**config.mk**
```make
export PLATFORM = sky130hd
export DESIGN_NAME = io_timer_responder
export DESIGN_NICKNAME = d
export VERILOG_FILES = /design/src/rtl/io_timer_responder_pkg.sv /design/src/rtl/io_timer_responder_pin_synchronizer.sv /design/src/rtl/io_timer_responder.sv
export SDC_FILE = /design/constraint.sdc
export NUM_CORES = 1
export LEC_CHECK = 0
export BUFFER_PORTS_ARGS = -buffer_cell sky130_fd_sc_hd__buf_2
export CAP_MARGIN = 20
export CORE_MARGIN = 2
export CORE_UTILIZATION = 57
export DETAILED_ROUTE_END_ITERATION = 8
export PLACE_DENSITY = 0.79
export SETUP_SLACK_MARGIN = 0.4
export SLEW_MARGIN = 30
export SYNTH_ARGS = -nofsm -noshare
export SYNTH_HDL_FRONTEND = slang
export SYNTH_HIERARCHICAL = 1
export SYNTH_SLANG_ARGS = --single-unit
```
**constraint.sdc**
```tcl
create_clock -name clk -period 3 [get_ports clk]
set_input_delay 0.3 -clock clk [delete_from_list [all_inputs] [get_ports clk]]
set_output_delay 0.3 -clock clk [all_outputs]
set_load 0.01 [all_outputs]
```
**src/rtl/io_timer_responder_pkg.sv**
```systemverilog
// Shared constants for the io_timer_responder peripheral: register indices,
// CTRL/STATUS bit positions and the address window size.
package io_timer_responder_pkg;

  // Register indices, taken from address[4:2].
  localparam logic [2:0] REG_CTRL     = 3'd0;
  localparam logic [2:0] REG_PERIOD   = 3'd1;
  localparam logic [2:0] REG_COMPARE  = 3'd2;
  localparam logic [2:0] REG_COUNT    = 3'd3;
  localparam logic [2:0] REG_PIN      = 3'd4;
  localparam logic [2:0] REG_CAPTURE  = 3'd5;
  localparam logic [2:0] REG_STATUS   = 3'd6;
  localparam logic [2:0] REG_PRESCALE = 3'd7;

  // CTRL bit positions.
  localparam int unsigned CTRL_EN  = 0;
  localparam int unsigned CTRL_POL = 1;

  // STATUS bit positions.
  localparam int unsigned STAT_WRAP = 0;
  localparam int unsigned STAT_CAPT = 1;

  // Byte size of the register window.
  localparam int unsigned WINDOW_BYTES = 32;

endpackage

```
**src/rtl/io_timer_responder_pin_synchronizer.sv**
```systemverilog
// pin_synchronizer: two-flop synchronizer for a vector of asynchronous inputs.
// Ports:
//   clk     - destination clock
//   n_reset - asynchronous active-low reset, clears both stages
//   d       - asynchronous input vector
//   q       - synchronized output vector (second stage)
module pin_synchronizer #(
  parameter int unsigned Width = 32
) (
  input  logic             clk,
  input  logic             n_reset,
  input  logic [Width-1:0] d,
  output logic [Width-1:0] q
);

  logic [Width-1:0] stage1_q;
  logic [Width-1:0] stage2_q;

  always_ff @(posedge clk or negedge n_reset) begin
    if (!n_reset) begin
      stage1_q <= '0;
      stage2_q <= '0;
    end else begin
      stage1_q <= d;
      stage2_q <= stage1_q;
    end
  end

  assign q = stage2_q;

endmodule

```
**src/rtl/io_timer_responder.sv**
```systemverilog
// io_timer_responder: memory-mapped timer / output-compare peripheral with a
// synchronized input word and edge-triggered count capture.
// Ports:
//   clk, n_reset - clock and asynchronous active-low reset
//   address      - byte address; window selected by address[31:5]
//   data_in      - store data
//   mem_read     - load strobe (data_out is combinational)
//   mem_write    - store strobe (takes effect at posedge clk)
//   data_out     - read data, 0 when not reading this window
//   pin_data     - asynchronous external input word
//   oc           - registered output-compare pin
module io_timer_responder
  import io_timer_responder_pkg::*;
#(
  parameter logic [31:0] BASE_ADDR  = 32'h0000_0100,
  parameter int unsigned PRESCALE_W = 16
) (
  input  logic        clk,
  input  logic        n_reset,
  input  logic [31:0] address,
  input  logic [31:0] data_in,
  input  logic        mem_read,
  input  logic        mem_write,
  output logic [31:0] data_out,
  input  logic [31:0] pin_data,
  output logic        oc
);

  logic                  en_q, en_d, pol_q, pol_d;
  logic [31:0]           period_q, period_d, compare_q, compare_d;
  logic [31:0]           period_act_q, period_act_d, compare_act_q, compare_act_d;
  logic [31:0]           count_q, count_d, capture_q, capture_d;
  logic                  wrap_q, wrap_d, capt_q, capt_d;
  logic [PRESCALE_W-1:0] prescale_q, prescale_d, presc_cnt_q, presc_cnt_d;
  logic [31:0]           pin_s, pin_q;
  logic                  oc_q, oc_d;

  logic       sel;
  logic [2:0] idx;
  logic       wr_en;
  logic       tick;
  logic       wrap_evt;
  logic       pin_change;
  logic       unused_addr;

  assign sel         = (address[31:5] == BASE_ADDR[31:5]);
  assign idx         = address[4:2];
  assign wr_en       = mem_write & sel;
  assign unused_addr = ^address[1:0];

  assign tick       = en_q && (presc_cnt_q == prescale_q);
  assign wrap_evt   = tick && (count_q == period_act_q);
  assign pin_change = (pin_s != pin_q);

  pin_synchronizer #(
    .Width(32)
  ) u_pin_sync (
    .clk    (clk),
    .n_reset(n_reset),
    .d      (pin_data),
    .q      (pin_s)
  );

  always_comb begin
    en_d          = en_q;
    pol_d         = pol_q;
    period_d      = period_q;
    compare_d     = compare_q;
    period_act_d  = period_act_q;
    compare_act_d = compare_act_q;
    count_d       = count_q;
    capture_d     = capture_q;
    prescale_d    = prescale_q;
    presc_cnt_d   = presc_cnt_q;

    if (wr_en) begin
      unique case (idx)
        REG_CTRL: begin
          en_d  = data_in[CTRL_EN];
          pol_d = data_in[CTRL_POL];
        end
        REG_PERIOD:   period_d   = data_in;
        REG_COMPARE:  compare_d  = data_in;
        REG_PRESCALE: prescale_d = data_in[PRESCALE_W-1:0];
        default: ;
      endcase
    end

    // Prescaler zeroes while disabled and as soon as a CTRL write clears EN.
    if (!en_q || (wr_en && (idx == REG_CTRL) && !data_in[CTRL_EN])) begin
      presc_cnt_d = '0;
    end else if (tick) begin
      presc_cnt_d = '0;
    end else begin
      presc_cnt_d = presc_cnt_q + 1'b1;
    end

    // Active copies track the shadows while stopped, else reload at a wrap.
    if (!en_q) begin
      period_act_d  = period_d;
      compare_act_d = compare_d;
    end else if (wrap_evt) begin
      period_act_d  = period_q;
      compare_act_d = compare_q;
    end

    // A COUNT store overrides the tick update in the same cycle.
    if (wr_en && (idx == REG_COUNT)) begin
      count_d = data_in;
    end else if (tick) begin
      count_d = wrap_evt ? 32'd0 : count_q + 32'd1;
    end

    if (pin_change) begin
      capture_d = count_q;
    end

    // Sticky flags: a set in the same cycle as a write-1-to-clear wins.
    wrap_d = wrap_evt |
             (wrap_q & ~(wr_en && (idx == REG_STATUS) && data_in[STAT_WRAP]));
    capt_d = pin_change |
             (capt_q & ~(wr_en && (idx == REG_STATUS) && data_in[STAT_CAPT]));

    oc_d = en_q ? ((count_q < compare_act_q) ^ pol_q) : pol_q;
  end

  always_ff @(posedge clk or negedge n_reset) begin
    if (!n_reset) begin
      en_q          <= 1'b0;
      pol_q         <= 1'b0;
      period_q      <= '0;
      compare_q     <= '0;
      period_act_q  <= '0;
      compare_act_q <= '0;
      count_q       <= '0;
      capture_q     <= '0;
      wrap_q        <= 1'b0;
      capt_q        <= 1'b0;
      prescale_q    <= '0;
      presc_cnt_q   <= '0;
      pin_q         <= '0;
      oc_q          <= 1'b0;
    end else begin
      en_q          <= en_d;
      pol_q         <= pol_d;
      period_q      <= period_d;
      compare_q     <= compare_d;
      period_act_q  <= period_act_d;
      compare_act_q <= compare_act_d;
      count_q       <= count_d;
      capture_q     <= capture_d;
      wrap_q        <= wrap_d;
      capt_q        <= capt_d;
      prescale_q    <= prescale_d;
      presc_cnt_q   <= presc_cnt_d;
      pin_q         <= pin_s;
      oc_q          <= oc_d;
    end
  end

  assign oc = oc_q;

  always_comb begin
    data_out = '0;
    if (mem_read && sel) begin
      unique case (idx)
        REG_CTRL: begin
          data_out[CTRL_EN]  = en_q;
          data_out[CTRL_POL] = pol_q;
        end
        REG_PERIOD:   data_out = period_q;
        REG_COMPARE:  data_out = compare_q;
        REG_COUNT:    data_out = count_q;
        REG_PIN:      data_out = pin_s;
        REG_CAPTURE:  data_out = capture_q;
        REG_STATUS: begin
          data_out[STAT_WRAP] = wrap_q;
          data_out[STAT_CAPT] = capt_q;
        end
        REG_PRESCALE: data_out[PRESCALE_W-1:0] = prescale_q;
        default: ;
      endcase
    end
  end

endmodule

```
==> results of run 1 <==
## metal layers
| metal | global-route usage | share of wire | vias up | wire (um) |
|---|---|---|---|---|
| li1 | - | - | 5326 | - |
| met1 | 0.430 | 0.40 | 6209 | 17900 |
| met2 | 0.503 | 0.47 | 695 | 21000 |
| met3 | 0.0630 | 0.092 | 143 | 4150 |
| met4 | 0.150 | 0.045 | 0 | 2030 |
| met5 | 0 | 0 | - | 0 |
## final cells by class
class                   count  area (um2)
repair buffers            236        1670
well taps                 341         427
clock buffers              54        1080
clock inverters            11         223
multi-input cells         902        6900
flip-flops and latches    325        8140
diodes                      2        5.00
inverters                  40         150
fillers                  1905        8130
## worst max path at each step
stage	start	end	slack (ns)	cells after the start
after detailed placement	prescale_q[15]	count_q[21]	0.06	7
after floorplan	count_q[8]	period_act_q[0]	0.53	9
after CTS	count_q[8]	period_act_q[2]	0.37	9
final	address[14]	data_out[2]	0.32	9
after global routing	address[14]	data_out[2]	0.26	9
after global placement	prescale_q[15]	count_q[21]	0.14	7
## registers in the layout (all words and copies together) (netlist names)
register	cells
u_pin_sync/q	32
en_q	1
compare_q	32
capt_q	1
wrap_q	1
pol_q	1
period_act_q	32
period_q	32
compare_act_q	32
oc	1
count_q	32
prescale_q	16
pin_q	32
capture_q	32
u_pin_sync/stage1_q	32
presc_cnt_q	16
## power by group through the flow
stage | Clock [mW] | Sequential [mW] | Combinational (mW)
6_report | 4.82 | 4.50 | 0.397
5_1_grt | 5.06 | 4.51 | 0.433
4_1_cts | 4.87 | 4.50 | 0.396
3_5_place_dp | 0 | 4.58 | 0.362
3_3_place_gp | 0 | 4.58 | 0.357
2_1_floorplan | 0 | 4.56 | 0.112
## cells in the final DEF (no fill, tap or decap), types with 21 or more instances in the layout
cell / n
clkbuf_16: 38
nor4_1: 21
nand2_1: 77
a22o_1: 65
dlygate4sd3_1: 33
ha_1: 33
dfrtp_1: 318
nand4_1: 25
a21oi_1: 23
o21ai_0: 63
buf_4: 58
xnor2_1: 25
nor2_1: 63
buf_2: 129
inv_1: 39
a31oi_1: 33
xor2_1: 58
a21o_1: 66
a22oi_1: 50
mux2_2: 112
## cells by family (layout without fill, tap and decap cells)
family,count (synthesis),count (layout)
flip-flops,325,325
adder cells (fa/ha/maj),33,33
XOR/XNOR,95,95
buffers and inverters,128,341
other,0,2
AO/OA/AOI/OAI,356,356
AND/OR/NAND/NOR,288,288
multiplexers,130,130
## repair_timing
item | in CTS | in global routing
hold endpoints to repair | 108 | 0
resized for setup | 10 | 35
setup buffers | 3 | 6
setup endpoints to repair | 95 | 94
hold buffers | 33 | 0
pin swaps | 1 | 6
gates cloned | 0 | 0
## worst register-to-register path, cell delays in order (launching register included)
cell     delay, ns
dfrtp_1       0.43
xor2_1        0.21
nor4_2        0.35
nand2_1       0.19
nor4_4        0.39
buf_6         0.20
a21oi_4       0.08
buf_12        0.22
a22o_1        0.28
a21o_1        0.18
## through the flow
| stage | setup slack [ns] | utilization | instance area [um2] |
|---|---|---|---|
| after floorplan | 0.535 | - | 15400 |
| after global placement | 0.145 | 0.624 | 16700 |
| after detailed placement | 0.0621 | 0.624 | 16700 |
| after CTS | 0.372 | 0.688 | 18400 |
| after global routing | 0.263 | 0.696 | 18600 |
| final | 0.321 | 0.696 | 18600 |
==> impl_results.md, run 1 <==
* R2R Path Start: prescale_q[15]
* Cells along the critical path: buf_2 -> nor4_1 -> nand4_1 -> nor2_2 -> and2_1 -> o21ai_1 -> buf_4 -> a31oi_1 -> buf_2
* Leak pwr at 8.88 nW
* Share of layout cells above drive strength 1 at 0.265
* Highest fanout seen on the critical path at 14
* H-tree lvl count at 2
* Total net switching power at 2.10 mW
* Tot Pwr at 9.72 mW
* Violation count after the first detailed-route iteration at 1487
* # nets final at 1674
* Num ports at 133
* Net Sw Frac at 0.216
* Routed Wire Length at 45.0 mm
* Internal Pwr Total at 7.62 mW
* Number of cells on the worst hold path at 3
* Fraction of synthesized cell area taken by the top area cell type at 0.529
* Outcome: completed
* Final critical delay including setup and external delays at 2.68 ns
* Comb power frac at 0.041
* Share of synthesized cell area in full adder, half adder and majority cells at 0.0269
* Sequential power share at 0.463
* Clock latency at the later pin of the worst-skew pair at 0.53 ns
* Wirelength per Cell at 23.6 um
* Maximum achievable frequency at 373 MHz
* Slack of the worst reg-to-reg path at 0.37 ns
* Clock tree from TritonCTS: built
* Total power density per cell area at 523 nW/um2
* Element type at the critical path end: output port
* Kind of path behind the tightest hold check: in2reg
* Area of the core region at 26700 um2
* Number of port buffers at 130
* Setup repair after global routing missed its margin: true
* Critical register-to-register path endpoint: period_act_q[2]
* Final antenna-violating net count at 0
* CTS max path bufs at 3
* Area Overhead vs Synth at 21.0%
* DP HPWL at 29.7 mm
* TritonCTS Buffers at 36
* Ys flop type: dfrtp_1
* Max-slew headroom at 0.387
* Post-Syn Nets at 1488
* Critical path class: in2out
* Pin slew with the least headroom to its limit at 0.918 ns
* Final cycle utilization of the critical path at 0.893
* Biggest area contributors in the synthesized netlist: dfrtp_1 (53%), mux2_2 (8.2%), a22o_1 (3.7%), xor2_1 (3.3%), a21o_1 (3.2%)
* Required @ worst endpoint at 2.70 ns
* Post-synthesis sequential area ratio at 0.529
* Number of antenna violations at the first check in global routing at 3
* Area share of xor/xnor cells in the synthesized design at 0.0541
* Aggregate negative setup slack at 0 ns
* Delay-heaviest family, CP: simple AND/OR/NAND/NOR gates
* Clock power share at 0.496
* Pre-antenna DRT Iters at 7
* Area fraction in compound gates after synthesis at 0.165
* Crit-path max cell delay at 0.44 ns
* Max Clock Skew at 0.0220 ns
* First-pass GRT wire length at 69.4 mm
* Aggregate global-route resource usage at 0.319
* EDFF count, synth at 0
* Final standard cell count with taps included and fillers excluded at 1911
* Cell count after synthesis at 1355
* Fin. Hold Viols at 0
* Dominant combinational cell family by area after synthesis: compound AO/OA/AOI/OAI gates
* Grt ovf at 0
* Post-synthesis mux area share at 0.0938
* GPL Wtd Cong at 0.934
* Number of vias in the routed layout at 12400
* Mapped cell area at 15400 um2
* Path depth of the worst reg2reg path at 9
* Area of the die at 28300 um2
* Placed cell count at 1802
* Initial standard-cell utilization of the core at 0.575
* Die Ht at 168 um
* Hold slack final at 0.0250 ns
* Number of sinks driven by the clock tree at 325
* Synth unique cells at 62
* Most repeated library cell on the critical path: buf_2
* Maximum number of pins on one net before global-route repair at 82
* Warning count from the yosys run at 6
* Cell with the most instances after synthesis: dfrtp_1
* Proportion of synthesized flip-flops having asynchronous set or reset at 1.00
* Maxcap violations at 0
* Clock input transition at the sequential cells of the worst setup and hold paths at 0.06 ns
* Simple-gate share of the synthesized area at 0.0961
* Number of setup violations in the final report at 0
* Post-route DRC violation count at 0
* Post-synth top cells: dfrtp_1 (325), mux2_2 (112), nand2_1 (77)
* Site row count at 60
* Worst Path Buf+Inv at 3
* Syn Area/Cell at 11.3 um2
* Flop and latch count out of synthesis at 325
* Slowest cell on crit path: nor4_1
* Number of pins exceeding their max-slew limit in the final report at 0
* Width of the die at 168 um
* Post-synthesis cell type with the largest combined area: dfrtp_1
* Via count of the first global-routing pass at 12300
* Vias per std cell at 6.47
* Root Buffer: clkbuf_16
* Data arrival time of the worst path at 2.38 ns
* Endpoint, Worst Hold: count_q[26]
* Worst vdd ir at 0.000590 V
* Startpoint type of the worst setup path: input port
* Worst Min Path Start: data_in[26]
(Power assumes the default switching activity.)
==> run 2, diff against run 1 <==
- MAX_ROUTING_LAYER: not set -> met4
==> run 2 against run 1 <==
- the run now ends with design-rule violations left
- setup slack improved by 0.0022 ns
- wire length up 5.0%
- flip-flop and latch count did not move
- largest cell class unchanged
==> impl_results.md, run 2 (synthesized netlist as in run 1, its figures left out) <==
* Outcome: finished, violations left
* Worst vdd ir at 0.000560 V
* # nets final at 1697
* Leading cell type in the layout, fill and taps excluded: dfrtp_1
* Wirelength per Cell at 24.5 um
* Critical path class: reg2reg
* Cells along the critical path: xor2_2 -> nor4_2 -> nand2_1 -> buf_6 -> nor4_4 -> buf_6 -> a21oi_4 -> clkbuf_16 -> a22o_1 -> a21o_1
* Vias per std cell at 6.51
* Root Buffer: clkbuf_16
* Setup slack after placement at 0.137 ns
* Most repeated library cell on the critical path: buf_6
* GPL Wtd Cong at 0.952
* Routed Wire Length at 47.3 mm
* Grt ovf at 0
* Crit-path max cell delay at 0.45 ns
* Failing checks: design-rule violations
* Final antenna-violating net count at 0
* Final critical delay including setup and external delays at 2.68 ns
* Max Clock Skew at 0.0189 ns
* Slowest cell on crit path: dfrtp_2
* Most frequent cells in the layout: dfrtp_1 (320), buf_2 (129), mux2_2 (112)
* Area of the die at 28300 um2
* Area of the core region at 26700 um2
* Via count of the first global-routing pass at 12300
* TritonCTS Buffers at 34
* Clock latency at the later pin of the worst-skew pair at 0.52 ns
* Final standard cell count with taps included and fillers excluded at 1931
* Fin worst setup slack at 0.323 ns
* Maxcap violations at 0
* Maximum number of pins on one net before global-route repair at 98
* Kind of path behind the tightest hold check: in2reg
* Aggregate negative setup slack at 0 ns
* Worst Path Buf+Inv at 3
* Number of vias in the routed layout at 12600
* Required @ worst endpoint at 3.40 ns
* Number of pins exceeding their max-slew limit in the final report at 0
* Area Overhead vs Synth at 22.2%
* First-pass GRT wire length at 69.7 mm
* Number of antenna violations at the first check in global routing at 1
* Total power density per cell area at 497 nW/um2
* Die Ht at 168 um
* Max-slew headroom at 0.372
* Final cycle utilization of the critical path at 0.892
* Number of setup violations in the final report at 0
* Pin slew with the least headroom to its limit at 0.942 ns
* Startpoint type of the worst setup path: flip-flop
* Width of the die at 168 um
* Clock input transition at the sequential cells of the worst setup and hold paths at 0.06 ns
* Placed cell count at 1807
* Initial standard-cell utilization of the core at 0.575
* Tot Pwr at 9.34 mW
* CTS max path bufs at 3
* Maximum achievable frequency at 374 MHz
* Leak pwr at 8.95 nW
* Element type at the critical path end: flip-flop
* Violation count after the first detailed-route iteration at 1472
* Site row count at 60
* Num ports at 133
* Pre-antenna DRT Iters at 9
* Share of layout cells above drive strength 1 at 0.273
* Fin. Hold Viols at 0
* DP HPWL at 30.2 mm
* Number of port buffers at 130
* Post-route DRC violation count at 7
* Number of sinks driven by the clock tree at 325
* Aggregate global-route resource usage at 0.330
* Highest fanout seen on the critical path at 6
* Delay-heaviest family, CP: simple AND/OR/NAND/NOR gates
* H-tree lvl count at 2
* Setup repair after global routing missed its margin: true
* Clock tree from TritonCTS: built
* Data arrival time of the worst path at 3.08 ns
-- run 2: changes by cell type in the layout (fill, tap and decap cells not counted), moves of 3 or more --
| cell | previous run | this run |
|---|---|---|
| buf_4 | 58 | 69 |
| buf_6 | 6 | 11 |
| clkbuf_1 | 9 | 4 |
| xnor2_1 | 25 | 30 |
| clkinvlp_4 | 1 | 5 |
| o21ai_1 | 5 | 9 |
| xnor2_2 | 11 | 7 |
| clkbuf_16 | 38 | 41 |
| o21ai_0 | 63 | 60 |
-- run 2: worst reg2reg max path: cells and delay by family (launching register included) --
kind            cells  cell delay [ns]
simple gates        3             0.80
buf+inv             3             0.61
compound gates      3             0.52
flops               1             0.45
xor+xnor            1             0.17
-- run 2: per-layer routing --
layer,global-route usage,wire length (um)
met1,0.443,18600
met4,0.125,2090
met2,0.506,21800
met3,0.0590,4780
met5,-,0
-- run 2: final cells by class --
class | instances | area, um2
antenna | 1 | 2.50
clock buffer | 46 | 987
clock inverter | 15 | 195
fill | 1883 | 7950
inverter | 40 | 150
multi-input combinational | 903 | 6880
sequential | 325 | 8140
tap | 341 | 427
timing repair buffer | 260 | 2000
-- run 2: final timing paths --
path,start,to,slack (ns),cells past startpoint
max,prescale_q[1],compare_act_q[4],0.32,10
min,data_in[18],count_q[18],0.05,3
max reg2reg,prescale_q[1],compare_act_q[4],0.32,10
min reg2reg,u_pin_sync/stage1_q[29],u_pin_sync/q[29],0.34,0
max in group asynchronous,n_reset,prescale_q[1],1.76,3
min in group asynchronous,n_reset,compare_act_q[13],0.30,2
-- run 2: where the power goes --
part,switching (mW),leakage (nW),internal [mW],total [mW]
Sequential,0.0541,3.96,4.45,4.50
Combinational,0.247,4.41,0.148,0.394
Clock,1.77,0.568,2.67,4.44
Total,2.07,8.95,7.26,9.34
-- run 2: per-stage QoR --
| stage | util | hold WS (ns) | area [um2] |
|---|---|---|---|
| floorplan | - | 0.00441 | 15400 |
| global placement | 0.625 | 0.247 | 16700 |
| detailed placement | 0.625 | 0.248 | 16700 |
| CTS | 0.683 | 0.0375 | 18300 |
| global route | 0.702 | 0.0601 | 18800 |
| finish | 0.702 | 0.0458 | 18800 |
-- run 2: what timing repair did --
item,4_1_cts,5_1_grt
endpoints found under the setup margin,92,100
endpoints found under the hold margin,77,0
gates cloned,0,12
buffers inserted,0,17
gates resized for setup,14,40
hold buffers,33,0
pin swaps,2,17
==> run 3, diff against run 2 <==
- REMOVE_ABC_BUFFERS: not set -> 1
==> run 3 against run 2 <==
- the run now ends clean
- combinational power rose by 2%
- first-iteration DRC count decreased by 2.4%
- sequential power hardly changed
- flip-flop and latch count unchanged
- maximum frequency is 2.4% higher
- hold slack worse by 0.0070 ns
- wire length fell by 3.9%
- non-clock buffer count shrank 13
- largest cell class unchanged
- largest power group is now clock
==> impl_results.md, run 3 (synthesized netlist as in run 1, its figures left out) <==
* Data arrival time of the worst path at 3.04 ns
* Internal Pwr Total at 7.52 mW
* Number of sinks driven by the clock tree at 325
* DP HPWL at 30.1 mm
* Maxcap violations at 0
* Global routing met2 resource utilization at 0.503
* Clock input transition at the sequential cells of the worst setup and hold paths at 0.06 ns
* Net Sw Frac at 0.216
* Outcome: completed
* Initial standard-cell utilization of the core at 0.575
* Number of port buffers at 130
* Leading cell type in the layout, fill and taps excluded: dfrtp_1
* First-pass GRT wire length at 69.7 mm
* Number of pins exceeding their max-slew limit in the final report at 0
* Startpoint type of the worst setup path: flip-flop
* Final critical delay including setup and external delays at 2.62 ns
* Final cycle utilization of the critical path at 0.872
* Post-route DRC violation count at 0
* Comb power frac at 0.042
* Routing layer with the top usage in global route: met2
* Wirelength per Cell at 23.7 um
* Max-slew headroom at 0.381
* Fin. Hold Viols at 0
* Num ports at 133
* Grt ovf at 0
* Clock tree from TritonCTS: built
* Violation count after the first detailed-route iteration at 1436
* Area Overhead vs Synth at 21.8%
* GPL Wtd Cong at 0.939
* Number of setup violations in the final report at 0
* Area of the die at 28300 um2
* TritonCTS Buffers at 36
* Routed Wire Length at 45.4 mm
* Setup repair after global routing missed its margin: true
* Maximum number of pins on one net before global-route repair at 81
* Worst vdd ir at 0.000413 V
* Utilization after layout at 0.701
* Met1 routing resource usage after global routing at 0.439
* Number of antenna violations at the first check in global routing at 1
* Number of vias in the routed layout at 12400
* Width of the die at 168 um
* Tot Pwr at 9.59 mW
* Element type at the critical path end: flip-flop
* # nets final at 1685
* Pin slew with the least headroom to its limit at 0.926 ns
* Final antenna-violating net count at 0
* Kind of path behind the tightest hold check: in2reg
* Clock power share at 0.489
* Site row count at 60
* Max Clock Skew at 0.0143 ns
* Aggregate global-route resource usage at 0.330
* Highest fanout seen on the critical path at 17
* Root Buffer: clkbuf_16
* Leak pwr at 8.90 nW
* Pre-antenna DRT Iters at 5
* Via count of the first global-routing pass at 12300
* Clock latency at the later pin of the worst-skew pair at 0.51 ns
* Most frequent cells in the layout: dfrtp_1 (311), buf_2 (129), mux2_2 (112)
* Total power density per cell area at 512 nW/um2
* Maximum achievable frequency at 382 MHz
* CTS max path bufs at 3
* Die Ht at 168 um
* Met3 capacity usage during global routing at 0.0656
* Vias per std cell at 6.46
* Total net switching power at 2.07 mW
* Required @ worst endpoint at 3.42 ns
* H-tree lvl count at 2
* Share of layout cells above drive strength 1 at 0.277
* Sequential power share at 0.469
* Area of the core region at 26700 um2
* Critical path class: reg2reg
-- run 3: metal layers --
layer  wire length, um  part of all wire
met5                 0                 0
met4              1830             0.040
met1             18300              0.40
met3              4490             0.099
met2             20800              0.46
-- run 3: critical path, cell delays in order, from the launching register on --
cell     delay (ns)
dfrtp_2        0.45
xor2_1         0.17
or4_4          0.58
or4_4          0.60
buf_8          0.20
nor4_4         0.29
a21oi_2        0.07
o21ai_0        0.16
-- run 3: metrics by stage --
stage	hold WS, ns	setup TNS, ns	cell area (um2)	std cells	worst slack (ns)
2_1_floorplan	0.00441	-121.03	15000	1267	-1.35
5_1_grt	0.0371	0	18700	1920	0.342
3_3_place_gp	0.311	0	16700	1803	0.286
4_1_cts	0.0309	0	18400	1900	0.336
6_report	0.0388	0	18700	1920	0.384
3_5_place_dp	0.312	0	16700	1803	0.221
-- run 3: what timing repair did --
action,CTS,global route
buffers inserted,0,17
gates resized for setup,14,46
endpoints found under the setup margin,96,95
pin swaps,1,9
endpoints found under the hold margin,107,0
cloned,0,2
hold buffers,33,0
-- run 3: cell type report --
class                   count  area [um2]
flip-flops and latches    325        8150
fillers                  1875        8000
multi-input cells         902        6920
repair buffers            247        1800
clock buffers              52        1070
well taps                 341         427
clock inverters            12         204
inverters                  40         150
diodes                      1        2.50
-- run 3: path summary, 6_finish.rpt --
kind	startpoint	end	slack, ns	cells past startpoint
hold / removal	data_in[18]	count_q[18]	0.04	3
setup reg to reg	prescale_q[11]	count_q[24]	0.38	7
hold reg to reg	u_pin_sync/stage1_q[25]	u_pin_sync/q[25]	0.35	0
min in group asynchronous	n_reset	u_pin_sync/stage1_q[27]	0.36	2
setup / recovery	prescale_q[11]	count_q[24]	0.38	7
max in group asynchronous	n_reset	count_q[25]	1.62	3
-- run 3: power by group through the flow --
stage          clock network (mW)  logic [mW]  registers, mW
5_1_grt                      4.91       0.437           4.50
3_3_place_gp                    0       0.358           4.57
3_5_place_dp                    0       0.366           4.57
4_1_cts                      4.73       0.401           4.50
6_report                     4.69       0.401           4.50
2_1_floorplan                   0      0.0990           4.56
